File: src/rtl/fir2d_pkg.sv
// Shared types and helpers for the 2-D filter row scheduler.
package fir2d_pkg;

   localparam int RES_W = 12;

   typedef enum logic [2:0] {
      ST_IDLE,
      ST_PRIME,
      ST_FEED,
      ST_FLUSH,
      ST_DONE
   } state_t;

   typedef struct packed {
      logic valid;
      logic row_last;
      logic frm_last;
   } tag_t;

   // Negative zero maps to 0 because -0 == 0 in two's complement.
   function automatic logic [RES_W-1:0] sm_to_tc(input logic [RES_W-1:0] sm);
      logic [RES_W-1:0] mag;
      mag = {1'b0, sm[RES_W-2:0]};
      return sm[RES_W-1] ? -mag : mag;
   endfunction

endpackage

File: src/rtl/fir2d_tag_pipe.sv
// Delays the per-slot tag so it lines up with the filter output.
module fir2d_tag_pipe
   import fir2d_pkg::*;
#(
   parameter int DEPTH = 1
) (
   input  logic clk,
   input  logic rst_n,
   input  tag_t d,
   output tag_t q
);

   tag_t stage [DEPTH];

   always_ff @(posedge clk or negedge rst_n) begin
      if (!rst_n) begin
         for (int unsigned i = 0; i < DEPTH; i++) stage[i] <= '0;
      end else begin
         stage[0] <= d;
         for (int unsigned i = 1; i < DEPTH; i++) stage[i] <= stage[i-1];
      end
   end

   assign q = stage[DEPTH-1];

endmodule

File: src/rtl/fir2d_row_sched.sv
// Row scheduler: primes/feeds/flushes the free-running 1-D FIR and frames its results.
module fir2d_row_sched
   import fir2d_pkg::*;
#(
   parameter int IMG_W    = 16,
   parameter int IMG_H    = 16,
   parameter int TAPS     = 4,
   parameter int FILT_LAT = 1
) (
   input  logic             clk,
   input  logic             rst_n,
   input  logic             start,
   input  logic             s_valid,
   input  logic [7:0]       s_data,
   output logic             s_ready,
   output logic [7:0]       fir_x,
   input  logic [RES_W-1:0] fir_y,
   output logic             m_valid,
   output logic [RES_W-1:0] m_data,
   output logic             m_row_last,
   output logic             m_frm_last,
   output logic             busy,
   output logic             done,
   output logic             err_unrun
);

   localparam int CW = $clog2(IMG_W + TAPS);
   localparam int RW = $clog2(IMG_H + 1);
   localparam logic [CW-1:0] EDGE_END = CW'(TAPS - 2);
   localparam logic [CW-1:0] FEED_END = CW'(IMG_W - 1);
   localparam logic [RW-1:0] ROW_END  = RW'(IMG_H - 1);

   state_t          state, state_n;
   logic [CW-1:0]   col_cnt, col_n;
   logic [RW-1:0]   row_cnt, row_n;
   logic            start_ok;
   tag_t            tag_in, tag_out;

   // DONE also accepts start so a back-to-back frame loses no cycle.
   assign start_ok = start && (state == ST_IDLE || state == ST_DONE);

   always_ff @(posedge clk or negedge rst_n) begin
      if (!rst_n) begin
         state   <= ST_IDLE;
         col_cnt <= '0;
         row_cnt <= '0;
      end else begin
         state   <= state_n;
         col_cnt <= col_n;
         row_cnt <= row_n;
      end
   end

   always_comb begin
      state_n = state;
      col_n   = col_cnt;
      row_n   = row_cnt;
      case (state)
         ST_IDLE: begin
            if (start_ok) state_n = ST_PRIME;
         end
         ST_PRIME: begin
            if (col_cnt == EDGE_END) begin
               state_n = ST_FEED;
               col_n   = '0;
            end else begin
               col_n = col_cnt + 1'b1;
            end
         end
         ST_FEED: begin
            if (col_cnt == FEED_END) begin
               state_n = ST_FLUSH;
               col_n   = '0;
            end else begin
               col_n = col_cnt + 1'b1;
            end
         end
         ST_FLUSH: begin
            if (col_cnt == EDGE_END) begin
               col_n = '0;
               if (row_cnt == ROW_END) begin
                  state_n = ST_DONE;
                  row_n   = '0;
               end else begin
                  state_n = ST_FEED;
                  row_n   = row_cnt + 1'b1;
               end
            end else begin
               col_n = col_cnt + 1'b1;
            end
         end
         ST_DONE: begin
            state_n = start_ok ? ST_PRIME : ST_IDLE;
         end
         default: begin
            state_n = ST_IDLE;
            col_n   = '0;
            row_n   = '0;
         end
      endcase
   end

   assign s_ready = (state == ST_FEED);
   assign fir_x   = (s_ready && s_valid) ? s_data : '0;
   assign busy    = (state != ST_IDLE);
   assign done    = (state == ST_DONE);

   always_comb begin
      tag_in = '0;
      if (state == ST_FEED) begin
         tag_in.valid = 1'b1;
      end else if (state == ST_FLUSH) begin
         tag_in.valid    = 1'b1;
         tag_in.row_last = (col_cnt == EDGE_END);
         tag_in.frm_last = (col_cnt == EDGE_END) && (row_cnt == ROW_END);
      end
   end

   fir2d_tag_pipe #(.DEPTH(FILT_LAT)) u_tag_pipe (
      .clk   (clk),
      .rst_n (rst_n),
      .d     (tag_in),
      .q     (tag_out)
   );

   always_ff @(posedge clk or negedge rst_n) begin
      if (!rst_n) begin
         err_unrun <= 1'b0;
      end else if (start_ok) begin
         err_unrun <= 1'b0;
      end else if (s_ready && !s_valid) begin
         err_unrun <= 1'b1;
      end
   end

   always_ff @(posedge clk or negedge rst_n) begin
      if (!rst_n) begin
         m_valid    <= 1'b0;
         m_data     <= '0;
         m_row_last <= 1'b0;
         m_frm_last <= 1'b0;
      end else begin
         m_valid    <= tag_out.valid;
         m_row_last <= tag_out.valid && tag_out.row_last;
         m_frm_last <= tag_out.valid && tag_out.frm_last;
         if (tag_out.valid) m_data <= sm_to_tc(fir_y);
      end
   end

endmodule

File: config.mk
export PLATFORM = sky130hd
export DESIGN_NAME = fir2d_row_sched
export DESIGN_NICKNAME = d
export VERILOG_FILES = /design/src/rtl/fir2d_pkg.sv /design/src/rtl/fir2d_tag_pipe.sv /design/src/rtl/fir2d_row_sched.sv
export SDC_FILE = /design/constraint.sdc
export NUM_CORES = 1
export LEC_CHECK = 0
export BUFFER_PORTS_ARGS = -buffer_cell sky130_fd_sc_hd__buf_2
export CORE_AREA = 4 4 70 72
export DETAILED_ROUTE_END_ITERATION = 8
export DIE_AREA = 0 0 74 76
export PLACE_DENSITY = 0.66
export REMOVE_ABC_BUFFERS = 1
export SYNTH_ARGS = -nofsm -noshare
export SYNTH_HDL_FRONTEND = slang
export SYNTH_SLANG_ARGS = --single-unit
File: constraint.sdc
create_clock -name clk -period 1.8 [get_ports clk]
set_input_delay 0 -clock clk [delete_from_list [all_inputs] [get_ports clk]]
set_output_delay 0 -clock clk [all_outputs]
set_load 0.05 [all_outputs]
After elaboration in Yosys (flattened, before gate mapping):

Cells that the tools add are included.

* bitwise gates (word level): 1
* reduce and logical (&&, ||, !) cells: 16
* add/sub/neg operators: 3
* mux-type cells: 20
* equal/unequal tests: 11

Operators by type and width (count)
* $mux W5: 4
* $mux W3: 6
* $pmux W3 S5: 1
* $pmux W5 S3: 1
* $mux W12: 1
* $neg A11 Y12: 1
* $add A5 B1 Y5 const B: 2
* $eq A5 B4 Y1 const B: 2
* $pmux W5 S2: 1
* $mux W8: 1
* $eq A3 B2 Y1 const B: 2
* $logic_and A1 B1 Y1: 6
* $ne A2 B2 Y1 const B: 3
* $eq A5 B2 Y1 const B: 1
* $mux W1: 4
* $reduce_and A4 Y1: 1
* $reduce_or A2 Y1: 2
* $reduce_or A4 Y1: 1
* $eq A3 B1 Y1 const B: 1
* $eq A3 B3 Y1 const B: 1
* $logic_not A3 Y1: 1
* $reduce_bool A3 Y1: 1
* $mux W2: 1
* $ne A2 B1 Y1 const B: 1
* other kinds (5): 5

* bits in registers: 32

Longest topological paths before layout:

* word-level depth: 5
* mapped depth: 8

Cells and area by module:

Synthesis repeated with hierarchy kept, for this count alone.

* cell total of the unflattened synthesis: 167
* area, all modules: 1675.4 µm²

By module, submodules not included
* fir2d_row_sched: seq. area each 725.7 µm², cells an instance 164, area each 1600.3 µm², times used 1
* fir2d_tag_pipe: seq. area each 75.1 µm², cells an instance 3, area each 75.1 µm², times used 1

Worst setup path before layout:

OpenSTA, ideal clock, no wires.

* kind: register -> register
* from: register col_cnt[0]
* to: register col_cnt[3]
* path buffers: 0
* arrival time: 1.802 ns
* slack: -0.067 ns
* stages on the path, launching flop included: 9
* required time: 1.735 ns
* cell sequence: dfrtp_1 > ha_1 > nand3_1 > inv_1 > ha_1 > or4b_1 > o31a_1 > nor3_1 > a211o_1

* longest elaborated chain between the ends: 3

RTL lines
* start: declaration: RTL line fir2d_row_sched.sv:34 `logic [CW-1:0] col_cnt, col_n;`
* start signal: assignment: RTL line fir2d_row_sched.sv:49 `col_cnt <= col_n;`
* $add A5 B1 Y5 (tied with other cells): RTL line fir2d_row_sched.sv:67, fir2d_row_sched.sv:75, fir2d_row_sched.sv:89
* $mux W5, on equally long branches: RTL line fir2d_row_sched.sv:63, fir2d_row_sched.sv:79, fir2d_row_sched.sv:71
* $pmux W5 S3 *: RTL line fir2d_row_sched.sv:58 `case (state)`

Every way passes the cells marked *; elsewhere a longest branch is shown, timed or not.
A chain may end at the register's enable or synchronous reset.

Final worst setup path:

Ends and elaborated chain as after synthesis.

==> metrics.txt <==
WL final=3857 um; max incr delay on CP=0.47 ns; Final setup viols=5; GR Overflow Total=0; Worst path top cell family by delay=simple AND/OR/NAND/NOR gates; via count=1482; HP Class=input pin to register; Setup crit end kind=register; die area=between 0.005 and 0.006 mm^2; count leader, synth=dfrtp_1; Setup WS post-layout=-0.08081 ns; Power Total=1.611 mW; clk_skew=between 0.007 and 0.008 ns; Max Transition Viols Final=0; failing checks=setup timing; clk_lat worst skew=approximately 0.28 ns; fin area=0.002301 mm^2; FFs w/ async S/R, synth=1.000; Critical Path RT=2.03 ns; P_leak=1.095 nW; Antenna Violating Nets Remaining=0; DRC=0; post-route insts no fill=a little under 300; Internal=1.099 mW; Clock Tree Root=clkbuf_8; Worst path slowest cell=or4b_4; TritonCTS buffer count=5; 1st-iter DRT viols=57; Crit Path Class=register to register; Mean Syn Cell Area=around 10 um^2; critical path cell sequence=ha_2 -> nand3_4 -> inv_2 -> ha_4 -> or4b_4 -> o31a_1 -> nor3_2 -> a211o_1; ant diodes=0; measured slew at the worst slew-check pin=0.6964 ns; initial antenna violation count=0; fin nets=between 200 and 300; Final period util=1.045; wire per inst=13.30 um; met2 usage=0.2181; Synth Flop Type=dfrtp_1; mapped cell area=0.001677 mm^2; hold violation count in the final report=0; max_slew headroom=0.5358; Synth area leaders=dfrtp_1, ha_1, a21oi_1; Tot GR Track Use=0.1409; synthesized instance count=between 150 and 200; DR vias/cell=a little over 5; clk buf depth=2; first-pass GRT wire length=6389 um; Yosys cell types=39; Post-synth EDFFs=0; Worst VDD drop=0.4179 mV; Worst-path clk slew=roughly 0.070 ns; RSZ-0062 raised after global routing=yes; clock sinks=32; #FFs+latches synth=32; CTS tree=built; WP buf/inv=1; register area share after synthesis=0.4776; busiest grt layer=met2; top cell type's share of synthesized area=0.4776; I/O Buffers=50; GPL Wtd Cong=about 0.79; P&R area growth vs syn=37.24%; Cells after DPL=274; Max Clk Rate=0.5317 GHz; leading area contributor after synthesis=dfrtp_1; total number of yosys warnings=0; H-tree lvl count=2; combinational share of power=0.178; layout cells sized above 1=0.4076; chip width=74 um; GRT met1 Usage=0.1931; Max FO, Critical Path=7; hpwl dp=around 2700 um; Placed Instance Area=0.002056 mm^2; min Tclk post-route=1.881 ns; PD cells=around 700 mW/mm^2; Worst setup SP type=register; row cnt=24; Clock power frac=0.351; starting density of the core=0.3904; Core Box Area=between 0.004 and 0.005 mm^2; io pins=51; met3 GRT Util=0.03562; largest net degree at the start of global routing=33; status=finished with violations; net switching power=approximately 510 uW; arrival time worst endpoint=~2.1 ns; synth cell count leaders=dfrtp_1, nor2_1, a21oi_1, inv_1; switch share=0.3179; vias in the first global route=~1400; First-pass DRT Iterations=4; Reg power frac=0.471; maxcap violations=0; Die Y=76 um; Hold Slack=approximately 0.037 ns
[final cells by class]
class / count / area [um^2]
tap: 52 / 65.06
clock buffer: 5 / 68.82
multi-input combinational: 117 / 890.9
sequential: 32 / 802.0
timing repair buffer: 71 / 412.9
fill: 392 / 1993
inverter: 10 / 37.54
clock inverter: 3 / 23.77
[cell families (layout without fill, tap and decap cells)]
family                     count (synthesis)  in the layout  synth area share
muxes                                      2              2           0.01269
and+or+nand+nor                           59             59            0.2082
adders and majority gates                  6              6           0.04477
DFF                                       32             32            0.4776
xor gates and xnor gates                   9              9           0.04702
AOI/OAI and AO/OA                         41             41            0.1672
buffers and inverters                     18             89           0.04254
[through the flow]
stage                     utilization  setup WS (ns)  setup TNS (ns)
final                          0.5358       -0.08081         -0.2583
after global routing           0.5358        -0.1490         -0.6243
after CTS                      0.5152       -0.09594         -0.1595
after detailed placement       0.4787        -0.1251         -0.2888
after global placement         0.4787       -0.08218         -0.1641
after floorplan                     -       -0.06672         -0.1668
[layer usage]
layer  part of all wire  up-vias
met5                  0        -
met4             0.0091        0
met3              0.059        5
met2               0.49       35
met1               0.44      712
li1                   -      730
[path summary, 6_finish.rpt]
check	startpoint	end	slack, ns	depth (start not counted)
max in group asynchronous	rst_n	state[1]	1.01	2
min	fir_y[0]	m_data[0]	0.04	2
min reg2reg	u_tag_pipe.q[1]	m_row_last	0.44	1
min in group asynchronous	rst_n	m_data[8]	0.29	2
max	col_cnt[0]	col_cnt[3]	-0.08	8
max reg2reg	col_cnt[0]	col_cnt[3]	-0.08	8
[what timing repair did]
item | in CTS | in global routing
buffers inserted | 3 | 3
cloned | 0 | 0
hold endpoints to repair | 33 | 0
pin swaps | 4 | 4
hold buffers | 2 | 0
gates resized for setup | 5 | 15
endpoints found under the setup margin | 5 | 15
[registers in the layout, indices dropped and copies added (netlist names)]
register / cells
col_cnt: 5
err_unrun: 1
m_data: 12
m_frm_last: 1
m_row_last: 1
m_valid: 1
row_cnt: 5
state: 3
u_tag_pipe.q: 3
[cells in the final DEF (no fill, tap or decap), drive strengths merged, types with 2 or more instances in the layout]
cell type / n
buf: 69
dfrtp: 32
nor2: 15
a21oi: 14
inv: 10
and3: 8
o21ai: 8
xor2: 7
ha: 6
or3: 5
nand2: 5
clkbuf: 5
and2: 4
o31ai: 4
nand3: 4
nor2b: 3
o41ai: 3
nor3b: 3
xnor2: 2
o21a: 2
nand2b: 2
nor4: 2
clkinvlp: 2
dlygate4sd3: 2
nor3: 2
o22ai: 2
a31oi: 2
[power groups by stage]
| stage | Clock [mW] | Sequential, mW | Combinational (mW) |
|---|---|---|---|
| after floorplan | 0 | 0.866 | 0.0915 |
| after global placement | 0 | 0.772 | 0.285 |
| after detailed placement | 0 | 0.773 | 0.287 |
| after CTS | 0.583 | 0.759 | 0.290 |
| after global routing | 0.622 | 0.761 | 0.308 |
| final | 0.566 | 0.758 | 0.287 |
Power figures use the tool's default switching activity.
